$ cat src/rtl/mux_stream_nxw.sv
// N-channel registered stream multiplexer with valid/ready handshake.
// Fixed-priority or round-robin arbitration; packet lock keeps multi-beat packets contiguous.
module mux_stream_nxw #(
    parameter int unsigned WIDTH    = 16,
    parameter int unsigned CHANNELS = 4,
    parameter int unsigned RR_MODE  = 1,
    parameter int unsigned SEL_W    = $clog2(CHANNELS)
) (
    input  logic                      clk,
    input  logic                      rst_n,
    input  logic [CHANNELS*WIDTH-1:0] in_data,
    input  logic [CHANNELS-1:0]       in_valid,
    input  logic [CHANNELS-1:0]       in_last,
    output logic [CHANNELS-1:0]       in_ready,
    output logic [WIDTH-1:0]          out_data,
    output logic                      out_valid,
    output logic                      out_last,
    output logic [SEL_W-1:0]          out_sel,
    input  logic                      out_ready
);

    localparam logic [0:0] ST_IDLE   = 1'b0;
    localparam logic [0:0] ST_LOCKED = 1'b1;

    logic [0:0]       state_q, state_d;
    logic [SEL_W-1:0] lock_q, lock_d;
    logic [SEL_W-1:0] rr_q, rr_d;
    logic [WIDTH-1:0] data_d;
    logic             last_d;
    logic [SEL_W-1:0] sel_d;
    logic             valid_d;

    logic             load;
    logic             gnt_vld;
    logic [SEL_W-1:0] gnt;
    logic [WIDTH-1:0] gdata;
    logic             glast;

    // Grant selection; loops run from lowest to highest priority so the last hit wins
    always_comb begin : grant_c
        int unsigned idx;
        idx     = 0;
        load    = !out_valid || out_ready;
        gnt_vld = 1'b0;
        gnt     = '0;
        if (load) begin
            if (state_q == ST_LOCKED) begin
                if (in_valid[lock_q]) begin
                    gnt_vld = 1'b1;
                    gnt     = lock_q;
                end
            end else if (RR_MODE != 0) begin
                for (int unsigned k = CHANNELS; k >= 1; k--) begin
                    idx = 32'(rr_q) + k;
                    if (idx >= CHANNELS) idx = idx - CHANNELS;
                    if (in_valid[SEL_W'(idx)]) begin
                        gnt_vld = 1'b1;
                        gnt     = SEL_W'(idx);
                    end
                end
            end else begin
                for (int unsigned k = CHANNELS; k >= 1; k--) begin
                    if (in_valid[SEL_W'(k - 1)]) begin
                        gnt_vld = 1'b1;
                        gnt     = SEL_W'(k - 1);
                    end
                end
            end
        end
    end

    // Granted channel payload and one-hot accept
    always_comb begin
        gdata    = '0;
        glast    = 1'b0;
        in_ready = '0;
        for (int unsigned c = 0; c < CHANNELS; c++) begin
            if (gnt == SEL_W'(c)) begin
                gdata = in_data[c*WIDTH +: WIDTH];
                glast = in_last[c];
            end
            in_ready[c] = gnt_vld && (gnt == SEL_W'(c));
        end
    end

    // Next state for lock FSM, round-robin pointer and output register
    always_comb begin
        state_d = state_q;
        lock_d  = lock_q;
        rr_d    = rr_q;
        data_d  = out_data;
        last_d  = out_last;
        sel_d   = out_sel;
        valid_d = out_valid;
        if (gnt_vld) begin
            data_d  = gdata;
            last_d  = glast;
            sel_d   = gnt;
            valid_d = 1'b1;
            if (RR_MODE != 0) rr_d = gnt;
            case (state_q)
                ST_IDLE: begin
                    if (!glast) begin
                        state_d = ST_LOCKED;
                        lock_d  = gnt;
                    end
                end
                ST_LOCKED: begin
                    if (glast) state_d = ST_IDLE;
                end
                default: state_d = ST_IDLE;
            endcase
        end else if (load) begin
            valid_d = 1'b0;
        end
    end

    always_ff @(posedge clk or negedge rst_n) begin
        if (!rst_n) begin
            state_q   <= ST_IDLE;
            lock_q    <= '0;
            rr_q      <= SEL_W'(CHANNELS - 1);
            out_data  <= '0;
            out_last  <= 1'b0;
            out_sel   <= '0;
            out_valid <= 1'b0;
        end else begin
            state_q   <= state_d;
            lock_q    <= lock_d;
            rr_q      <= rr_d;
            out_data  <= data_d;
            out_last  <= last_d;
            out_sel   <= sel_d;
            out_valid <= valid_d;
        end
    end

endmodule

$ cat config.mk
export PLATFORM = sky130hd
export DESIGN_NAME = mux_stream_nxw
export DESIGN_NICKNAME = d
export VERILOG_FILES = /design/src/rtl/mux_stream_nxw.sv
export SDC_FILE = /design/constraint.sdc
export NUM_CORES = 1
export LEC_CHECK = 0
export CAP_MARGIN = 40
export CORE_MARGIN = 5
export CORE_UTILIZATION = 34
export DETAILED_ROUTE_END_ITERATION = 10
export GPL_ROUTABILITY_DRIVEN = 0
export PLACE_DENSITY_LB_ADDON = 0.12
export SLEW_MARGIN = 0
export SYNTH_ARGS = -nofsm -noshare
export SYNTH_HDL_FRONTEND = slang
export SYNTH_SLANG_ARGS = --single-unit
$ cat constraint.sdc
create_clock -name clk -period 2.5 [get_ports clk]
set_clock_uncertainty 0.2 [all_clocks]
set_input_delay 0.5 -clock clk [delete_from_list [all_inputs] [get_ports clk]]
set_output_delay 0.5 -clock clk [all_outputs]
set_load 0.05 [all_outputs]
==> results_dict.tcl <==
set metrics [dict create \
    slowest_stage "dfstp_2" \
    core_area_mm2 0.00475 \
    synth_area_per_cell_um2 9.58 \
    cp_max_fo 7 \
    synth_fp_nets 251 \
    syn_inst 176 \
    cts_tree "done" \
    wl_um 5320 \
    violations "setup timing" \
    synth_cell_types 31 \
    relSlewSlack_pct 64.5 \
    slew_violations 0 \
    synth_edf_count 0 \
    syn_to_final_growth_pct 81.5 \
    drive_above_1_share_pct 19.9 \
    cts_max_path_buffers 2 \
    overflow 0 \
    avgViaCountPerCell 4.87 \
    synth_ff_type "dfrtp_1" \
    wl_per_cell_um 14.8 \
    worstPathArrival_ns 1.89 \
    power_density_mw_per_mm2 1330 \
    synthTopCellsByArea "dfrtp_1, mux2i_1, a211o_1" \
    yosysWarnings 0 \
    hold_buffers 0 \
    hpwl_um 4150 \
    port_buffers 98 \
    htree_levels 1 \
    syn_area_mm2 0.00169 \
    route.vias.total 1747 \
    cap_viol_max_count 0 \
    grt_pass1_wl_um 8200 \
    grt_max_degree 26 \
    dr.pass1.iters 4 \
    fp.dieW_um 80.4 \
    critPathMaxStageDelay_ns 0.62 \
    worstSetupEndpointType "output port" \
    drc 0 \
    nFillCells 457 \
    synth_common_cells "mux2i_1, nor2_1, dfrtp_1" \
    synth_top_cell_by_area "dfrtp_1" \
    die_h_um 80.4 \
    finalSetupViolCount 4 \
    worstSetupPathType "register to output port" \
    grt_antenna_before_repair 0 \
    grt_usage_pct 16.3 \
    async_reset_ff_share_pct 100 \
    yosysSeqAreaShare_pct 37.2 \
    crit_chain "mux2i_1, o221a_4, a211o_4, nor2b_4, buf_6" \
    clock-root-buffer "clkbuf_8" \
    place_inst 349 \
    synth_top_area_share_pct 34.1 \
    clock-sinks 25 \
    hp-class "register to register" \
    status "finished with violations" \
    grt_pass1_vias 1717 \
    ant_nets 0 \
    clk_latency_ns 0.26 \
    worst_pin_slew_ns 0.530 \
    start_kind "register" \
    ios 99 \
    ir_worst_vdd_mv 0.557 \
    rsz0062_at_grt "yes" \
    yosysMostFrequentCell "mux2i_1" \
    initial_core_util_pct 35.5 \
    total_leakage_power_uw 0.00150 \
    clk_pin_slew_ns 0.09 \
    fin_crit_ns 2.59 \
    max_clock_freq_ghz 0.386 \
    synth-seq-cells 25 \
    dieArea_mm2 0.00647 \
    first_iter_violations 34 \
    crit_required_ns 1.80 \
    antennaDiodeCount 0 \
    cts_made_buffers 3 \
    holdWs_ns 0.282 \
    finalHoldViolations 0 \
    fp-row-count 25 \
    fin_crit_sh_pct 104 \
    stdcell_count 359 \
    finalWorstSetupSlack_ns -0.0902 \
    layout.nets 368 \
]
==> worst max-delay path, delay by kind of cell, from the launching register on <==
family          cells  cell delay, ns
simple gates        1            0.15
flops               1            0.62
compound gates      2            0.61
mux                 1            0.11
buf+inv             1            0.14
==> metrics by stage <==
stage | setup TNS [ns] | setup slack (ns) | utilization, % | area (µm²) | total power (µW)
finish | -0.342 | -0.0902 | 64.4 | 3060 | 4080
global route | -0.721 | -0.185 | 64.4 | 3060 | 4340
CTS | -0.269 | -0.0770 | 64.1 | 3050 | 4090
detailed placement | -12.63 | -0.548 | 62.2 | 2960 | 3750
global placement | -11.92 | -0.518 | 62.2 | 2960 | 3710
floorplan | -0.134 | -0.0694 | - | 1790 | 2730
==> what timing repair did <==
action                                  CTS  global route
hold endpoints to repair                  0             0
resized for setup                        22             3
endpoints found under the setup margin   24             7
pin swaps                                 2             2
buffers inserted                          6             0
==> where the power goes <==
part / internal [µW] / leakage, µW / switching, µW
clock network: 114 / 0.0000228 / 130
registers: 636 / 0.000290 / 151
logic: 1400 / 0.00118 / 1650
total: 2150 / 0.00150 / 1930
==> registers in the layout, indices dropped and copies added, names as in the netlist <==
signal,cells
out_data,16
out_sel,2
out_last,1
out_valid,1
lock_q,2
state_q,1
rr_q,2
==> logic make-up after synthesis <==
| group | synth area share (%) |
|---|---|
| AND/OR/NAND/NOR | 14.5 |
| AO/OA/AOI/OAI | 18.5 |
| flip-flops | 37.2 |
| buffers and inverters | 5.71 |
| multiplexers | 24.0 |
==> placed cells by master, fill, tap and decap left out, types with 2 or more instances in the layout <==
| cell | instances |
|---|---|
| a21o_1 | 3 |
| nand2b_4 | 3 |
| inv_1 | 2 |
| clkdlybuf4s50_1 | 90 |
| dfrtp_1 | 23 |
| a211oi_2 | 2 |
| nor4_1 | 2 |
| nand2_1 | 13 |
| nor2b_4 | 3 |
| dfstp_2 | 2 |
| clkbuf_8 | 3 |
| buf_12 | 5 |
| buf_2 | 4 |
| o21ai_0 | 2 |
| mux2i_1 | 37 |
| nor2_1 | 32 |
| a21oi_1 | 3 |
| buf_4 | 25 |
| a211o_1 | 16 |
==> per-layer routing <==
layer	vias to the layer above	global-route usage [%]	part of all wire, %
li1	865	-	-
met1	828	18.6	40
met2	52	29.8	52
met3	2	4.60	7.7
met4	0	3.55	0.58
met5	-	0	0
==> area by class of cell <==
type	instances	area (µm²)	area share [%]
clock buffer	4	45.0	1.47
inverter	2	7.51	0.245
multi-input combinational	135	1060	34.7
sequential	25	628	20.5
tap	67	83.8	2.74
timing repair buffer	126	1230	40.3
==> worst paths after layout <==
| check | start | end | slack (ns) | cells after the start |
|---|---|---|---|---|
| hold / removal | out_sel[1] | out_sel[1] | 0.28 | 2 |
| setup reg to reg | rr_q[1] | lock_q[0] | 0.15 | 8 |
| max in group asynchronous | rst_n | rr_q[1] | 1.41 | 2 |
| min in group asynchronous | rst_n | out_data[3] | 0.39 | 2 |
| hold reg to reg | out_sel[1] | out_sel[1] | 0.28 | 2 |
| setup / recovery | rr_q[1] | in_ready[2] | -0.09 | 5 |
Power figures use the tool's default switching activity.
